File: src/rtl/conv_window_feeder.sv
// Sequencer that streams every sliding-window (pixel, tap) pair from local image/filter storage into a conv layer, then pulses ReadEn.
// Latency: first pair is registered on the edge that samples Go; Done follows OUT_NUM*K + 1 + READ_CYCLES edges later.
// Backpressure: none; the downstream layer must accept one pair per cycle, and writes/Go are ignored while a run is active.
module conv_window_feeder #(
    parameter int IMG_LEN     = 7,
    parameter int K           = 3,
    parameter int READ_CYCLES = 5,
    localparam int OUT_NUM    = IMG_LEN - K + 1,
    localparam int AW         = (IMG_LEN > 1) ? $clog2(IMG_LEN) : 1
) (
    input  logic          clk,
    input  logic          rst_n,
    input  logic          WrEn,
    input  logic          WrSel,
    input  logic [AW-1:0] WrAddr,
    input  logic [3:0]    WrData,
    input  logic          Go,
    output logic          Busy,
    output logic          Done,
    output logic          Start,
    output logic [3:0]    Image,
    output logic [3:0]    Filter,
    output logic          ReadEn
);

    localparam int TW = (K > 1) ? $clog2(K) : 1;
    localparam int WW = (OUT_NUM > 1) ? $clog2(OUT_NUM) : 1;
    localparam int RW = (READ_CYCLES > 1) ? $clog2(READ_CYCLES) : 1;

    typedef enum logic [2:0] {
        IDLE   = 3'd0,
        STREAM = 3'd1,
        GAP    = 3'd2,
        READ   = 3'd3,
        DONE   = 3'd4
    } state_t;

    state_t        state;
    logic [3:0]    img [IMG_LEN];
    logic [3:0]    flt [K];
    logic [WW-1:0] win;
    logic [TW-1:0] tap;
    logic [RW-1:0] rcnt;

    logic [WW-1:0] nxt_win;
    logic [TW-1:0] nxt_tap;
    logic [AW-1:0] nxt_idx;
    logic          last_pair;
    logic [3:0]    img0_fwd;
    logic [3:0]    flt0_fwd;

    // Next window/tap position, and first-pair values with same-edge write forwarding
    always_comb begin
        last_pair = (win == WW'(OUT_NUM - 1)) && (tap == TW'(K - 1));
        if (tap == TW'(K - 1)) begin
            nxt_tap = '0;
            nxt_win = win + 1'b1;
        end else begin
            nxt_tap = tap + 1'b1;
            nxt_win = win;
        end
        nxt_idx  = AW'(nxt_win) + AW'(nxt_tap);
        // A write on the Go edge must be seen by pair (0,0), which is read on that same edge
        img0_fwd = (WrEn && !WrSel && (WrAddr == '0)) ? WrData : img[0];
        flt0_fwd = (WrEn &&  WrSel && (WrAddr == '0)) ? WrData : flt[0];
    end

    // Storage writes plus the run FSM with all outputs registered
    always_ff @(posedge clk or negedge rst_n) begin
        if (!rst_n) begin
            state  <= IDLE;
            win    <= '0;
            tap    <= '0;
            rcnt   <= '0;
            Busy   <= 1'b0;
            Done   <= 1'b0;
            Start  <= 1'b0;
            Image  <= '0;
            Filter <= '0;
            ReadEn <= 1'b0;
            for (int i = 0; i < IMG_LEN; i++) img[i] <= '0;
            for (int i = 0; i < K; i++)       flt[i] <= '0;
        end else begin
            // Decoder compare doubles as the range check: addresses past the array hit no entry
            if (state == IDLE && WrEn) begin
                if (!WrSel) begin
                    for (int i = 0; i < IMG_LEN; i++)
                        if (WrAddr == AW'(i)) img[i] <= WrData;
                end else begin
                    for (int i = 0; i < K; i++)
                        if (WrAddr == AW'(i)) flt[i] <= WrData;
                end
            end

            case (state)
                IDLE: begin
                    Done <= 1'b0;
                    if (Go) begin
                        state  <= STREAM;
                        win    <= '0;
                        tap    <= '0;
                        Busy   <= 1'b1;
                        Start  <= 1'b1;
                        Image  <= img0_fwd;
                        Filter <= flt0_fwd;
                    end
                end
                STREAM: begin
                    if (last_pair) begin
                        state  <= GAP;
                        Start  <= 1'b0;
                        Image  <= '0;
                        Filter <= '0;
                    end else begin
                        win    <= nxt_win;
                        tap    <= nxt_tap;
                        Image  <= img[nxt_idx];
                        Filter <= flt[nxt_tap];
                    end
                end
                GAP: begin
                    state  <= READ;
                    rcnt   <= '0;
                    ReadEn <= 1'b1;
                end
                READ: begin
                    if (rcnt == RW'(READ_CYCLES - 1)) begin
                        state  <= DONE;
                        ReadEn <= 1'b0;
                        Busy   <= 1'b0;
                        Done   <= 1'b1;
                    end else begin
                        rcnt <= rcnt + 1'b1;
                    end
                end
                DONE: begin
                    state <= IDLE;
                    Done  <= 1'b0;
                end
                default: begin
                    state  <= IDLE;
                    Busy   <= 1'b0;
                    Done   <= 1'b0;
                    Start  <= 1'b0;
                    Image  <= '0;
                    Filter <= '0;
                    ReadEn <= 1'b0;
                end
            endcase
        end
    end

endmodule

File: config.mk
export PLATFORM = sky130hd
export DESIGN_NAME = conv_window_feeder
export DESIGN_NICKNAME = d
export VERILOG_FILES = /design/src/rtl/conv_window_feeder.sv
export SDC_FILE = /design/constraint.sdc
export NUM_CORES = 1
export LEC_CHECK = 0
export ABC_AREA = 0
export CAP_MARGIN = 10
export CORE_MARGIN = 5
export CORE_UTILIZATION = 30
export CTS_CLUSTER_SIZE = 24
export DETAILED_ROUTE_END_ITERATION = 8
export PLACE_DENSITY_LB_ADDON = 0.2
export SETUP_SLACK_MARGIN = 0.5
export SYNTH_ARGS = -nofsm -noshare
export SYNTH_HDL_FRONTEND = slang
export SYNTH_SLANG_ARGS = --single-unit
File: constraint.sdc
create_clock -name clk -period 2.6 [get_ports clk]
set_input_delay 0.52 -clock clk [delete_from_list [all_inputs] [get_ports clk]]
set_output_delay 0.52 -clock clk [all_outputs]
set_load 0.01 [all_outputs]
==> metrics <==
GR Util met3=0.0270; Sequential Area=1580 sq um; initial DRC count=just over 90; GRT Overall Usage=0.134; Layout fillers=approximately 1100; Die Wd=115 um; core box area=10800 sq um; max_slew headroom=0.455; Clock power frac=0.219; die area=13100 sq um; Synth Warn #=0; CP Capture Type=register; Arr. time, crit path=2.46 ns; Int Power=slightly below 3 mW; outcome=completed; Yosys reg bits=63; initial antenna violation count=0; P_sw=1.59 mW; Root Driver=clkbuf_8; H-tree Lvls=3; Leak=1.88 nW; grt met2 use=0.207; setup violators final=0; syn nets=310; PwrDens=1080 nW/um^2; ANT cells=0; vias per cell=4.85; Die Height=115 um; fraction of layout instances using a drive strength above 1=0.333; synth top area cells=dfrtp_1 48%, mux2_2 14%, mux2i_1 4.3%, nand2_1 3.5%, o21ai_0 3.2%; clk slew on worst S/H paths=about 0.07 ns; max_cap viols=0; largest area contributor in the netlist=dfrtp_1; met1 global-route usage=0.184; Crit Path Class=register to register; FF-to-FF Start=tap[0]; type of origin of the critical path=register; reg2reg path depth=7; Initial Util=0.304; fin nets=357; gr ovfl total=0; sequential area share after synthesis=0.480; Worst Clk Skew=0.00855 ns; Syn Area/Cell=11.2 sq um; Slew Limit Fails=0; hpwl dp=slightly below 6000 um; row cnt=38; Sum Neg Setup Slack=0 ns; post-synth top area share=0.480; clock sinks=63; CTS Buf Count=9; R2R Path End=Image[2]; Layout area overhead=26.3%; post-synthesis cell count=293; Worst-Margin Slew=0.813 ns; peak supply drop=321 uV; Critical Path Sink=Image[2]; Inst Count DP=458; area of the multi-input gates=1680 sq um; critical path launch point=tap[0]; RSZ-0062 raised after global routing=true; sw frac=0.356; Post-DRT Antenna Nets=0; CP required=approximately 2.8 ns; drt total wl=8230 um; Reg power frac=0.331; Top Ports=24; DRC=0; CTS tree=done; global-route wire length before repair=13400 um; vias in the first global route=2495; crit path max fanout=5; pin count of the biggest net entering global routing=31; port bufs=23; drt first pass iters=4; Hold Vio Cnt, Final=0; Worst R2R Setup Slack=0.35 ns; Final GP Congestion=around 0.8; fin cells=roughly 490; Final Critical Period=2.25 ns; class of the worst hold path=input pin to async pin; gr busiest metal=met2; post-synth cell types=40; period utilisation layout=0.864; post-synthesis cell area=3280 sq um; vias after detailed routing=~2400; worst skew pair latency=0.34 ns; Comb pwr share=0.451; Bufs on Longest Clock Path=2; fmax=445 MHz; DR WL/cell=17.0 um
area by class of cell:
type / count / area share
inverters: 9 / 0.00815
multi-input cells: 206 / 0.405
repair buffers: 51 / 0.109
clock inverters: 3 / 0.0157
flip-flops and latches: 63 / 0.381
well taps: 140 / 0.0423
clock buffers: 13 / 0.0383
Yosys cell counts:
cell type and count:
dfrtp_1 63, mux2_2 40, nand2_1 31, o21ai_0 21, nor2_1 18, a21oi_1 16, mux2i_1 14, clkbuf_1 10
inv_1 9, nand2b_1 6, nor2b_1 5, a221o_1 4, and3_1 4, ha_1 4, mux2_4 4, mux4_2 4
nand3_1 4, o22ai_1 4, a22o_1 3, buf_6 3, nor3_1 3, a221oi_1 2, and2_1 2, nor3_4 2
o211ai_1 2, and3b_1 1, buf_1 1, buf_4 1, fa_1 1, nand3b_1 1, nand4_1 1, nor4_2 1
o21a_1 1, o221ai_1 1, o31ai_1 1, o31ai_2 1, or3_1 1, xnor2_1 1, xnor2_2 1, xor2_1 1
logic make-up (layout without fill, tap and decap cells):
family,Yosys count,after routing,share of synthesized area
AND/OR/NAND/NOR,80,80,0.122
flip-flops,63,63,0.480
multiplexers,62,62,0.226
AO/OA/AOI/OAI,56,56,0.105
buffers and inverters,24,76,0.0355
adder cells (fa/ha/maj),5,5,0.0214
XOR/XNOR,3,3,0.0103
how the worst min path moves through the flow:
stage	startpoint	to	slack, ns	cells after the start
4_1_cts	rst_n	Busy	0.28	1
3_5_place_dp	img[8]	img[8]	0.49	1
2_1_floorplan	rst_n	Busy	0.22	0
3_3_place_gp	img[7]	img[7]	0.48	1
6_report	rst_n	rcnt[1]	0.25	1
5_1_grt	rst_n	Busy	0.31	1
worst max-delay path, stage by stage, from the launching register on:
cell	delay, ns
dfrtp_2	0.48
nor2b_4	0.22
a21oi_4	0.09
fa_2	0.40
mux2i_2	0.19
a221oi_2	0.31
nor2_2	0.09
a221o_1	0.35
cell usage in the layout (no fill, tap or decap), types with 2 or more instances in the layout:
cell,n
clkbuf_1,2
inv_1,7
mux2_2,40
mux2_4,4
and2_1,2
xnor2_2,2
mux2i_2,2
a221o_1,4
o211ai_1,2
mux2i_1,12
o21ai_1,3
nand3_1,4
a22o_1,3
a21oi_1,15
nor2_4,2
nor2_2,2
dfrtp_2,2
a221oi_2,2
ha_1,3
inv_2,2
nand2_1,30
clkdlybuf4s50_1,22
dfrtp_1,61
clkbuf_8,11
o21ai_0,18
nor3_1,3
nor2_1,14
buf_4,26
and3_1,4
nand2b_1,5
nor3_4,2
mux4_2,4
o22ai_1,4
bufinv_16,2
nor2b_1,4
state kept, by name, summed over array words and instances, names as in the netlist:
signal	count
Done	1
Image	4
ReadEn	1
state	3
rcnt	3
img	28
win	3
tap	2
Filter	4
Busy	1
Start	1
flt	12
power groups by stage:
| stage | Sequential (mW) | Clock (mW) | Combinational (mW) |
|---|---|---|---|
| 2_1_floorplan | 1.46 | 0 | 1.28 |
| 3_3_place_gp | 1.50 | 0 | 1.74 |
| 3_5_place_dp | 1.50 | 0 | 1.76 |
| 4_1_cts | 1.47 | 1.00 | 1.97 |
| 5_1_grt | 1.52 | 1.05 | 2.22 |
| 6_report | 1.48 | 0.979 | 2.02 |
timing repair:
action / 4_1_cts / 5_1_grt
gates resized for setup: 12 / 8
pin swaps: 12 / 2
hold buffers: 0 / 0
gates cloned: 0 / 0
buffers inserted: 10 / 1
setup endpoints to repair: 4 / 4
per-layer routing:
metal  vias to the layer above  share of wire
met4                         0          0.021
met2                        35           0.46
met5                         -              0
li1                       1139              -
met3                        14          0.031
met1                      1166           0.49
per-stage QoR:
| stage | hold slack, ns | utilization | instance area (sq um) | total power [mW] | worst slack [ns] |
|---|---|---|---|---|---|
| after detailed placement | 0.492 | 0.349 | 3770 | 3.27 | 0.254 |
| after CTS | 0.282 | 0.381 | 4110 | 4.45 | 0.378 |
| after global routing | 0.313 | 0.384 | 4140 | 4.78 | 0.277 |
| after floorplan | 0.224 | - | 3320 | 2.74 | 0.363 |
| final | 0.254 | 0.384 | 4140 | 4.47 | 0.353 |
| after global placement | 0.482 | 0.349 | 3770 | 3.24 | 0.274 |
Power figures use the tool's default switching activity.
